File: src/rtl/piso_tx_if.sv
// Handshake and serial-line bundle of the piso_tx transmitter.
// The master side offers words; the slave side is the transmitter itself.
interface piso_tx_if #(parameter int WIDTH = 8);
  logic [WIDTH-1:0] dataIn;
  logic             load;
  logic             ready;
  logic             dataOut;
  logic             frame;
  logic             done;
  logic             busy;

  modport master (output dataIn, load, input ready, dataOut, frame, done, busy);
  modport slave  (input dataIn, load, output ready, dataOut, frame, done, busy);
endinterface

File: src/rtl/piso_tx.sv
// Parallel-in/serial-out transmitter, MSB first. A one-word holding buffer
// lets consecutive words follow each other on the line without a gap.
module piso_tx #(
  parameter int WIDTH        = 8,
  parameter int CLKS_PER_BIT = 1
) (
  input  logic     clk,
  input  logic     rst,
  piso_tx_if.slave bus
);
  localparam int BW = $clog2(WIDTH);
  localparam int DW = (CLKS_PER_BIT > 1) ? $clog2(CLKS_PER_BIT) : 1;
  localparam logic [BW-1:0] BIT_LAST = BW'(WIDTH - 1);
  localparam logic [DW-1:0] DIV_LAST = DW'(CLKS_PER_BIT - 1);

  typedef enum logic {IDLE, SHIFT} state_t;

  state_t           state;
  logic [WIDTH-1:0] sreg;
  logic [WIDTH-1:0] hold;
  logic             hold_full;
  logic [BW-1:0]    bitcnt;
  logic [DW-1:0]    divcnt;

  logic             accept;
  logic             bit_end;
  logic             word_end;
  logic [WIDTH-1:0] next_word;

  assign bus.ready = !rst && !hold_full;
  assign accept    = bus.load && bus.ready;
  assign bit_end   = (divcnt == '0);
  assign word_end  = bit_end && (bitcnt == '0);
  // A held word always goes out before a freshly offered one; when hold is
  // empty the incoming word bypasses it.
  assign next_word = hold_full ? hold : bus.dataIn;

  always_ff @(posedge clk) begin
    if (rst) begin
      state       <= IDLE;
      sreg        <= '0;
      hold        <= '0;
      hold_full   <= 1'b0;
      bitcnt      <= '0;
      divcnt      <= '0;
      bus.dataOut <= 1'b0;
      bus.frame   <= 1'b0;
      bus.done    <= 1'b0;
      bus.busy    <= 1'b0;
    end else begin
      bus.done <= 1'b0;
      case (state)
        IDLE: begin
          if (accept) begin
            state       <= SHIFT;
            sreg        <= next_word;
            bus.dataOut <= next_word[WIDTH-1];
            bus.frame   <= 1'b1;
            bus.busy    <= 1'b1;
            bitcnt      <= BIT_LAST;
            divcnt      <= DIV_LAST;
          end
        end
        SHIFT: begin
          if (!bit_end) begin
            divcnt <= divcnt - 1'b1;
          end else if (!word_end) begin
            sreg        <= sreg << 1;
            bus.dataOut <= sreg[WIDTH-2];
            bitcnt      <= bitcnt - 1'b1;
            divcnt      <= DIV_LAST;
          end else begin
            bus.done <= 1'b1;
            if (hold_full || accept) begin
              sreg        <= next_word;
              bus.dataOut <= next_word[WIDTH-1];
              bitcnt      <= BIT_LAST;
              divcnt      <= DIV_LAST;
              hold_full   <= 1'b0;
            end else begin
              state       <= IDLE;
              bus.dataOut <= 1'b0;
              bus.frame   <= 1'b0;
              bus.busy    <= 1'b0;
            end
          end
          // Mid-word accepts park in hold; at word end they bypassed above.
          if (accept && !word_end) begin
            hold      <= bus.dataIn;
            hold_full <= 1'b1;
          end
        end
        default: state <= IDLE;
      endcase
    end
  end
endmodule

File: src/flat_wrapper.sv
// flat-port wrapper written by rule: the top's interface ports become plain ports
module piso_tx_flat 
#(
  parameter int WIDTH        = 8,
  parameter int CLKS_PER_BIT = 1
)
  (clk, rst, bus_dataIn, bus_load, bus_ready, bus_dataOut, bus_frame, bus_done, bus_busy);
  piso_tx_if #(.WIDTH(WIDTH)) bus_i ();
  input  logic clk;
  input  logic rst;
  input wire logic [$bits(bus_i.dataIn)-1:0] bus_dataIn;
  input wire logic [$bits(bus_i.load)-1:0] bus_load;
  output wire logic [$bits(bus_i.ready)-1:0] bus_ready;
  output wire logic [$bits(bus_i.dataOut)-1:0] bus_dataOut;
  output wire logic [$bits(bus_i.frame)-1:0] bus_frame;
  output wire logic [$bits(bus_i.done)-1:0] bus_done;
  output wire logic [$bits(bus_i.busy)-1:0] bus_busy;
  assign bus_i.dataIn = bus_dataIn;
  assign bus_i.load = bus_load;
  assign bus_ready = bus_i.ready;
  assign bus_dataOut = bus_i.dataOut;
  assign bus_frame = bus_i.frame;
  assign bus_done = bus_i.done;
  assign bus_busy = bus_i.busy;
  piso_tx #(.WIDTH(WIDTH), .CLKS_PER_BIT(CLKS_PER_BIT)) u_core (.clk(clk), .rst(rst), .bus(bus_i));
endmodule
File: config.mk
export PLATFORM = sky130hd
export DESIGN_NAME = piso_tx_flat
export DESIGN_NICKNAME = d
export VERILOG_FILES = /design/src/rtl/piso_tx_if.sv /design/src/rtl/piso_tx.sv /design/src/flat_wrapper.sv
export SDC_FILE = /design/constraint.sdc
export NUM_CORES = 1
export LEC_CHECK = 0
export CORE_MARGIN = 2
export CORE_UTILIZATION = 32
export CTS_CLUSTER_SIZE = 16
export DETAILED_ROUTE_END_ITERATION = 8
export PLACE_DENSITY = 0.57
export SETUP_SLACK_MARGIN = 0.02
export SLEW_MARGIN = 40
export SYNTH_ARGS = -nofsm -noshare
export SYNTH_HDL_FRONTEND = slang
export SYNTH_SLANG_ARGS = --single-unit
File: constraint.sdc
create_clock -name clk -period 4.1 [get_ports clk]
set_input_delay 0.41 -clock clk [delete_from_list [all_inputs] [get_ports clk]]
set_output_delay 0.41 -clock clk [all_outputs]
set_load 0.05 [all_outputs]
==> metrics.md, run 1 <==
| Metric | Value |
|---|---|
| Status | `complete, no violations` |
| Core Util, Final | `39.3%` |
| Layout area overhead | `17.2%` |
| Critical-path cell list | `nor2_1 > clkdlybuf4s50_1` |
| Crit. End Element | `primary output` |
| Slowest cell on crit path | `dfxtp_1` |
| Final cycle utilization of the critical path | `58.9%` |
| Drt total wl | `2200 um` |
| #FFs+latches synth | `23` |
| CTS Root Cell | `clkbuf_4` |
| Clk_lat worst skew | `0.32 ns` |
| Peak supply drop | `0.000212 V` |
| Die height | `63.1 um` |
| Synth Warn # | `0` |
| CP delay by family, top | `flip-flops` |
| Crit path launch type | `register` |
| CTS tree | `built` |
| Clock Path Buffers | `2` |
| Initial Utilization | `33.5%` |
| Req. time, crit path | `3.69 ns` |
| Setup Buffers After CTS | `0` |
| Syn nets | `136` |
| Reg area | `460 sq um` |
| DP HPWL | `1480 um` |
| Core footprint | `3340 sq um` |
| Critical path arrival | `2.01 ns` |
| Crit path max fanout | `17` |
| Routed vias/inst | `4.87` |
| Post-Syn Area per Cell | `9.09 sq um` |
| Final setup viols | `0` |
| Commonest non-fill, non-tap cell in the layout | `dfxtp_1` |
| Number of max-cap violations | `0` |
| Worst-path clk slew | `0.13 ns` |
| Cell Rows | `21` |
| Diode count | `0` |
| Sink Count | `23` |
| Final hold vios | `0` |
| Global-route wire length before repair | `3820 um` |
| Yosys cell types | `31` |
| Setup TNS | `0 ns` |
| CP max stage delay | `0.85 ns` |
| Layout cells sized above 1 | `7.46%` |
| Kind of critical path | `reg -> out` |
| Worst hold slack | `0.460 ns` |
| Gpl congestion | `0.725` |
| CTS buffer count | `3` |
| Post-synthesis cell area | `1120 sq um` |
| Synth Instances | `123` |
| Multi-input gate area | `594 sq um` |
| Leak | `0.495 nW` |
| Most frequent cells in the layout | `23 x dfxtp_1, 15 x clkdlybuf4s50_1, 14 x nor2_1, 14 x mux2i_1, 10 x a21oi_1` |
| Tot GR Track Use | `12.0%` |
| Clock skew | `0.0128 ns` |
| Number of global-route vias before repair | `879` |
| Total global routing overflow | `0` |
| Die area | `3980 sq um` |
| Worst Path Buf+Inv | `1` |
| # IOs | `16` |
| Worst hold path class | `reg -> reg` |
| DRT iter0 DRCs | `61` |
| Die W | `63.1 um` |
| Worst-Margin Slew | `0.779 ns` |
| Via count | `877` |
| Max H-tree Level | `1` |
| Inst Count DP | `176` |
| Unrepaired setup endpoints after global routing | `false` |
| Final Non-Filler Cells | `180` |
| DRC viols | `0` |
| Max Freq | `414 MHz` |
| PortBufs | `15` |
| Per-cell routed wire length | `12.2 um` |
| Clock period minus worst slack | `2.42 ns` |
| Register area share after synthesis | `41.2%` |
| Slew Viols, Final | `0` |
| Drt pass-1 iters | `4` |
| Final #Nets | `148` |
| Relative slew slack | `48.0%` |
| Largest net degree at the start of global routing | `28` |
| # fillers | `371` |
| Post_cts resized | `0` |
| Pwr/cell area | `359 nW/um^2` |
| Antenna-violating nets left | `0` |
| CTS Hold Bufs | `0` |
| Initial antenna violation count | `0` |
layer usage:
layer | wire length [um] | vias to the layer above | track usage (%)
li1 | - | 460 | -
met2 | 993 | 11 | 19.5
met1 | 1110 | 404 | 15.3
met5 | 0 | - | 0
met4 | 7 | 0 | 1.67
met3 | 96 | 2 | 4.64
per-stage QoR:
stage | setup slack, ns | area, sq um | power, mW
after floorplan | 2.27 | 1120 | 0.338
after global placement | 1.73 | 1280 | 0.367
after detailed placement | 1.74 | 1280 | 0.369
after CTS | 1.66 | 1310 | 0.477
after global routing | 1.56 | 1310 | 0.499
final | 1.68 | 1310 | 0.470
area by class of cell:
| cell class | count | share of cell area [%] |
|---|---|---|
| tap | 46 | 4.39 |
| inverter | 4 | 1.15 |
| multi-input combinational | 87 | 45.3 |
| sequential | 23 | 35.1 |
| clock buffer | 4 | 2.00 |
| timing repair buffer | 16 | 12.0 |
path summary, 6_finish.rpt:
path                                       start              to  slack (ns)  cells past startpoint
worst max-delay path            u_core.hold_full       bus_ready        1.68                      2
worst min-delay path              u_core.sreg[5]  u_core.sreg[5]        0.46                      2
worst max register to register  u_core.hold_full  u_core.hold[4]        2.33                      4
worst min register to register    u_core.sreg[5]  u_core.sreg[5]        0.46                      2
state kept, by name (all words and copies together) (netlist names):
signal	count
u_core.bus.dataOut	1
u_core.bitcnt	3
u_core.bus.busy	1
u_core.hold	8
u_core.bus.done	1
u_core.sreg	7
u_core.hold_full	1
u_core.state	1
synthesized netlist by cell type:
cell type | n | area share (%)
a211oi_1 | 2 | 1.3
o211ai_1 | 6 | 4.0
inv_1 | 4 | 1.3
nor2_1 | 14 | 4.7
or3_1 | 2 | 1.1
a21o_4 | 1 | 1.3
nor2b_1 | 3 | 1.7
nand3b_1 | 1 | 0.67
nand2b_1 | 1 | 0.56
nor3b_4 | 1 | 1.7
nand3_1 | 2 | 0.89
nand3_2 | 1 | 0.89
a311oi_1 | 1 | 0.78
buf_6 | 1 | 1.0
ha_1 | 2 | 2.2
nor4_1 | 1 | 0.56
a221oi_1 | 3 | 2.3
or3b_4 | 1 | 1.0
buf_1 | 1 | 0.34
mux2i_1 | 14 | 13
nand2_1 | 8 | 2.7
buf_4 | 1 | 0.67
buf_2 | 3 | 1.3
o21ai_0 | 8 | 3.6
o31ai_1 | 1 | 0.67
nor3_1 | 2 | 0.89
clkbuf_1 | 3 | 1.0
dfxtp_1 | 23 | 41
a21oi_4 | 1 | 1.5
mux2_2 | 1 | 1.0
a21oi_1 | 10 | 4.5
cells by family after synthesis:
kind of cell	count (synthesis)	share of synthesized area, %
compound gates	33	20.0
fa+ha+maj	2	2.24
simple gates	37	17.3
mux	15	13.5
flops	23	41.2
buf+inv	13	5.70
worst min-delay path: cells and delay by family, from the launching register on:
kind	cells	cell delay [ns]
compound gates	1	0.05
simple gates	1	0.05
flops	1	0.33
power by group:
group          total (mW)  switching, mW  internal [mW]
clock               0.107         0.0688         0.0381
combinational       0.112         0.0642         0.0477
sequential          0.251         0.0137          0.238
total               0.470          0.147          0.324
Note: power is estimated with default switching activity, not from simulation.
==> inputs of run 2 (changes only) <==
==> constraint.sdc (replaced) <==
create_clock -name clk -period 2.5 [get_ports clk]
set_input_delay 0.25 -clock clk [delete_from_list [all_inputs] [get_ports clk]]
set_output_delay 0.25 -clock clk [all_outputs]
set_load 0.05 [all_outputs]
==> metrics.md, run 2 (synthesis gave the netlist of run 1 again) <==
| Metric | Value |
|---|---|
| Status | `complete, no violations (unchanged)` |
| Antenna-violating nets left | `0 (unchanged)` |
| Critical path arrival | `2.01 ns (about the same)` |
| Number of max-cap violations | `0 (unchanged)` |
| Drt pass-1 iters | `4 (unchanged)` |
| Worst-Margin Slew | `0.606 ns (was 0.779 ns)` |
| Gpl congestion | `0.746 (was 0.725)` |
| Cell area after layout | `1320 sq um (was 1310 sq um)` |
| CTS Hold Bufs | `0 (unchanged)` |
| Most frequent cells in the layout | `22 x dfxtp_1, 14 x nor2_1, 14 x mux2i_1, 14 x clkdlybuf4s50_1, 10 x a21oi_1 (was 23 x dfxtp_1, 15 x clkdlybuf4s50_1, 14 x nor2_1, 14 x mux2i_1, 10 x a21oi_1)` |
| Multi-input gate area | `594 sq um (unchanged)` |
| Worst-path clk slew | `0.13 ns (about the same)` |
| Worst hold slack | `0.458 ns (was 0.460 ns)` |
| Clock Path Buffers | `2 (unchanged)` |
| Top flop regs | `u_core.hold: 8 flops, u_core.sreg: 7 flops, u_core.bitcnt: 3 flops (unchanged)` |
| # fillers | `355 (was 371)` |
| Kind of critical path | `reg -> reg (was reg -> out)` |
| DRT iter0 DRCs | `40 (was 61)` |
| Worst Path Buf+Inv | `1 (unchanged)` |
| Pwr/cell area | `585 nW/um^2 (was 359 nW/um^2)` |
| Initial antenna violation count | `0 (unchanged)` |
| Tot GR Track Use | `12.5% (was 12.0%)` |
| Die area | `3980 sq um (unchanged)` |
| Max Freq | `557 MHz` |
| PortBufs | `15 (unchanged)` |
| Cell Rows | `21 (unchanged)` |
| Commonest non-fill, non-tap cell in the layout | `dfxtp_1 (unchanged)` |
| Post_cts resized | `0 (unchanged)` |
| CTS Root Cell | `clkbuf_4 (unchanged)` |
| Diode count | `0 (unchanged)` |
| Layout area overhead | `18.2% (was 17.2%)` |
| Number of global-route vias before repair | `898 (was 879)` |
| Total power | `774 uW (was 470 uW)` |
| CTS tree | `built (unchanged)` |
| Setup Buffers After CTS | `0 (unchanged)` |
| CP max stage delay | `0.52 ns (was 0.85 ns)` |
| Inst Count DP | `176 (unchanged)` |
| Dpl cell area | `1290 sq um (was 1280 sq um)` |
| Final #Nets | `148 (unchanged)` |
| Slew Viols, Final | `0 (unchanged)` |
| Crit path launch type | `register (unchanged)` |
| Core footprint | `3340 sq um (unchanged)` |
| Max H-tree Level | `1 (unchanged)` |
| Final Non-Filler Cells | `180 (unchanged)` |
| Setup TNS | `0 ns (unchanged)` |
| Die height | `63.1 um (unchanged)` |
| Reg area | `462 sq um (was 460 sq um)` |
| Initial Utilization | `33.5% (unchanged)` |
| CP delay by family, top | `simple AND/OR/NAND/NOR gates (was flip-flops)` |
| Unrepaired setup endpoints after global routing | `false (unchanged)` |
| Per-cell routed wire length | `12.6 um (was 12.2 um)` |
| Final cycle utilization of the critical path | `71.8%` |
| Relative slew slack | `59.5% (was 48.0%)` |
| Max FFs per register | `8 (unchanged)` |
| Via count | `900 (was 877)` |
| Routed vias/inst | `5.00 (was 4.87)` |
| Largest net degree at the start of global routing | `27 (was 28)` |
| # IOs | `16 (unchanged)` |
| Die W | `63.1 um (unchanged)` |
| Leak | `0.501 nW (was 0.495 nW)` |
| Clock period minus worst slack | `1.79 ns` |
| Critical-path cell list | `inv_1 > ha_1 > nor2b_1 > nor2_1 > a221oi_1 > o21ai_0 (was nor2_1 > clkdlybuf4s50_1)` |
| Clock skew | `0.0121 ns (was 0.0128 ns)` |
| DP HPWL | `1590 um (was 1480 um)` |
| Req. time, crit path | `2.72 ns (was 3.69 ns)` |
| Total global routing overflow | `0 (unchanged)` |
| Crit. End Element | `register (was primary output)` |
| Layout cells sized above 1 | `8.96% (was 7.46%)` |
| Sink Count | `23 (unchanged)` |
| Clk_lat worst skew | `0.31 ns (was 0.32 ns)` |
| Peak supply drop | `0.000302 V (was 0.000212 V)` |
| Slowest cell on crit path | `nor2b_1 (was dfxtp_1)` |
| Final setup viols | `0 (unchanged)` |
| Worst hold path class | `reg -> reg (unchanged)` |
| Global-route wire length before repair | `3970 um (was 3820 um)` |
| CTS buffer count | `3 (unchanged)` |
| Final hold vios | `0 (unchanged)` |
| Crit path max fanout | `9 (was 17)` |
| Biggest register | `u_core.hold (unchanged)` |
| Drt total wl | `2270 um (was 2200 um)` |
| DRC viols | `0 (unchanged)` |
-- run 2: through the flow --
stage / setup slack, ns / utilization, %
final: 0.705 / 39.6
after global routing: 0.519 / 39.6
after CTS: 0.671 / 39.6
after detailed placement: 0.583 / 38.8
after global placement: 0.613 / 38.8
after floorplan: 0.964 / -
-- run 2: cell type report --
cell class              instances  area share [%]
repair buffers                 16            12.7
clock buffers                   4            1.99
well taps                      46            4.35
inverters                       4            1.14
flip-flops and latches         23            34.9
multi-input cells              87            44.9
-- run 2: worst paths after layout --
kind / startpoint / slack (ns) / depth (start not counted) / endpoint
worst max-delay path: u_core.bitcnt[0] / 0.71 / 6 / u_core.bus.dataOut
worst min-delay path: u_core.sreg[2] / 0.46 / 2 / u_core.sreg[2]
worst max register to register: u_core.bitcnt[0] / 0.71 / 6 / u_core.bus.dataOut
worst min register to register: u_core.sreg[2] / 0.46 / 2 / u_core.sreg[2]
-- run 2: power breakdown --
part           leakage, nW  internal, mW  switching [mW]
registers            0.188         0.390          0.0215
logic                0.298        0.0803           0.108
clock network       0.0150        0.0623           0.112
total                0.501         0.533           0.241
-- run 2: worst register-to-register path, delay by kind of cell, from the launching register on --
kind,cells,cell delay (ns)
adders and majority gates,1,0.21
buffers and inverters,1,0.13
AOI/OAI and AO/OA,2,0.33
and+or+nand+nor,2,0.69
DFF,1,0.35
-- run 2: layer usage --
metal  routed length (um)  part of all wire (%)  vias to the layer above  global-route usage, %
li1                     -                     -                      459                      -
met1                 1040                    46                      427                   14.8
met2                 1140                    50                       12                   21.9
met3                   88                   3.9                        2                   4.11
met4                   10                  0.44                        0                   2.50
met5                    0                     0                        -                      0
==> inputs of run 3 (changes only) <==
--- a/config.mk
+++ b/config.mk
@@ -9,7 +9,7 @@
 export CORE_UTILIZATION = 32
 export CTS_CLUSTER_SIZE = 16
 export DETAILED_ROUTE_END_ITERATION = 8
-export PLACE_DENSITY = 0.57
+export PLACE_DENSITY = 0.58
 export SETUP_SLACK_MARGIN = 0.02
 export SLEW_MARGIN = 40
 export SYNTH_ARGS = -nofsm -noshare
==> constraint.sdc (replaced) <==
create_clock -name clk -period 1.45 [get_ports clk]
set_input_delay 0.145 -clock clk [delete_from_list [all_inputs] [get_ports clk]]
set_output_delay 0.145 -clock clk [all_outputs]
set_load 0.05 [all_outputs]
==> metrics.md, run 3 (synthesis gave the netlist of run 1 again) <==
| Metric | Value |
|---|---|
| Worst-path clk slew | `0.14 ns (was 0.13 ns)` |
| Status | `finished, violations left (was complete, no violations)` |
| Sink Count | `23 (unchanged)` |
| Clock period minus worst slack | `1.50 ns (was 1.79 ns)` |
| Drt pass-1 iters | `4 (unchanged)` |
| Tot GR Track Use | `13.1% (was 12.5%)` |
| Biggest register | `u_core.hold (unchanged)` |
| Setup slack after layout | `-0.0480 ns (was 0.705 ns)` |
| Drt total wl | `2400 um (was 2270 um)` |
| Global-route wire length before repair | `4200 um (was 3970 um)` |
| Die W | `63.1 um (unchanged)` |
| Routed vias/inst | `5.00 (unchanged)` |
| Failing checks | `setup timing` |
| Final Non-Filler Cells | `197 (was 180)` |
| Initial antenna violation count | `0 (unchanged)` |
| DRT iter0 DRCs | `34 (was 40)` |
| Req. time, crit path | `1.66 ns (was 2.72 ns)` |
| DRC viols | `0 (unchanged)` |
| Worst-Margin Slew | `0.282 ns (was 0.606 ns)` |
| DP HPWL | `1770 um (was 1590 um)` |
| Peak supply drop | `0.000469 V (was 0.000302 V)` |
| CTS Hold Bufs | `0 (unchanged)` |
| # IOs | `16 (unchanged)` |
| Cell Rows | `21 (unchanged)` |
| Dpl cell area | `1430 sq um (was 1290 sq um)` |
| Met2 WL | `1200 um (was 1140 um)` |
| Via count | `985 (was 900)` |
| Cell area after layout | `1510 sq um (was 1320 sq um)` |
| Setup TNS | `-0.236 ns (was 0 ns)` |
| Number of global-route vias before repair | `960 (was 898)` |
| Diode count | `0 (unchanged)` |
| Critical path arrival | `1.71 ns (was 2.01 ns)` |
| Pwr/cell area | `963 nW/um^2 (was 585 nW/um^2)` |
| Core Util, Final | `45.1% (was 39.6%)` |
| CTS Root Cell | `clkbuf_4 (unchanged)` |
| Max FFs per register | `8 (unchanged)` |
| Final cycle utilization of the critical path | `103% (was 71.8%)` |
| Clk_lat worst skew | `0.31 ns (about the same)` |
| Die area | `3980 sq um (unchanged)` |
| Total global routing overflow | `0 (unchanged)` |
| Kind of critical path | `reg -> reg (unchanged)` |
| Gpl congestion | `0.735 (was 0.746)` |
| Unrepaired setup endpoints after global routing | `true (was false)` |
| Slew Viols, Final | `0 (unchanged)` |
| Largest net degree at the start of global routing | `14 (was 27)` |
| DRT met1 WL | `1110 um (was 1040 um)` |
| Final setup viols | `7 (was 0)` |
| Die height | `63.1 um (unchanged)` |
| Final #Nets | `165 (was 148)` |
| Relative slew slack | `81.1% (was 59.5%)` |
| Layout cells sized above 1 | `29.1% (was 8.96%)` |
| Clock Path Buffers | `2 (unchanged)` |
| Crit path max fanout | `8 (was 9)` |
| Top flop regs | `u_core.hold: 8 flops, u_core.sreg: 7 flops, u_core.bitcnt: 3 flops (unchanged)` |
| DR WL met3 | `78 um (was 88 um)` |
| CTS buffer count | `3 (unchanged)` |
| Commonest non-fill, non-tap cell in the layout | `dfxtp_1 (unchanged)` |
| Multi-input gate area | `648 sq um (was 594 sq um)` |
| Core footprint | `3340 sq um (unchanged)` |
| Number of max-cap violations | `0 (unchanged)` |
| Reg area | `463 sq um (was 462 sq um)` |
| Leak | `0.605 nW (was 0.501 nW)` |
| Max Freq | `668 MHz (was 557 MHz)` |
| CTS tree | `built (unchanged)` |
| Crit. End Element | `register (unchanged)` |
| Crit path launch type | `register (unchanged)` |
| Antenna-violating nets left | `0 (unchanged)` |
| Worst hold path class | `in -> reg (was reg -> reg)` |
| Most frequent cells in the layout | `21 x dfxtp_1, 19 x buf_4, 14 x mux2i_1 (was 22 x dfxtp_1, 14 x nor2_1, 14 x mux2i_1, 14 x clkdlybuf4s50_1, 10 x a21oi_1)` |
| Inst Count DP | `191 (was 176)` |
| PortBufs | `15 (unchanged)` |
| Pre-CTS setup slack | `-0.0829 ns (was 0.583 ns)` |
| Layout area overhead | `34.6% (was 18.2%)` |
| Max layer used | `met4 (unchanged)` |
| # fillers | `353 (was 355)` |
| Per-cell routed wire length | `12.2 um (was 12.6 um)` |
| Initial Utilization | `33.5% (unchanged)` |
| Clock skew | `0.00540 ns (was 0.0121 ns)` |
| Max H-tree Level | `1 (unchanged)` |
| Final hold vios | `0 (unchanged)` |
[run 3: critical path, stage by stage, from the launching register on]
cell and delay [ns]:
dfxtp_2 0.35, inv_2 0.07, ha_4 0.12, or3b_4 0.42
a21o_4 0.26, o211ai_1 0.10, a21oi_1 0.09
[run 3: path summary, 6_finish.rpt]
kind	from	end	slack, ns	cells past startpoint
min	bus_dataIn[1]	u_core.hold[1]	0.44	3
min reg2reg	u_core.sreg[4]	u_core.sreg[4]	0.46	2
max reg2reg	u_core.bitcnt[0]	u_core.sreg[3]	-0.05	6
max	u_core.bitcnt[0]	u_core.sreg[3]	-0.05	6
[run 3: timing repair]
action / 4_1_cts / 5_1_grt
cloned: 1 / 0
pin swaps: 3 / 3
buffers inserted: 1 / 0
setup endpoints to repair: 18 / 17
gates resized for setup: 4 / 8
[run 3: power by group]
group / switching [mW] / leakage, nW / internal, mW / total [mW]
logic: 0.232 / 0.399 / 0.210 / 0.442
clock network: 0.204 / 0.0177 / 0.103 / 0.307
registers: 0.0266 / 0.189 / 0.674 / 0.700
total: 0.462 / 0.605 / 0.987 / 1.45
[run 3: final cells by class]
cell class                 count  area share (%)
clock buffer                   3            1.50
clock inverter                 1           0.333
inverter                       4           0.998
multi-input combinational     88            43.1
sequential                    23            30.8
tap                           46            3.82
timing repair buffer          32            19.5
[run 3: through the flow]
step	hold WS, ns	power [mW]
after CTS	0.437	1.44
final	0.442	1.45
after global placement	0.443	1.11
after global routing	0.452	1.52
after detailed placement	0.448	1.12
after floorplan	0.289	0.968
[run 3: metal layers]
layer / GRT usage (%) / up-vias
met5: 0 / -
met2: 22.6 / 17
met4: 5.00 / 0
met1: 16.1 / 466
met3: 2.32 / 2
li1: - / 500
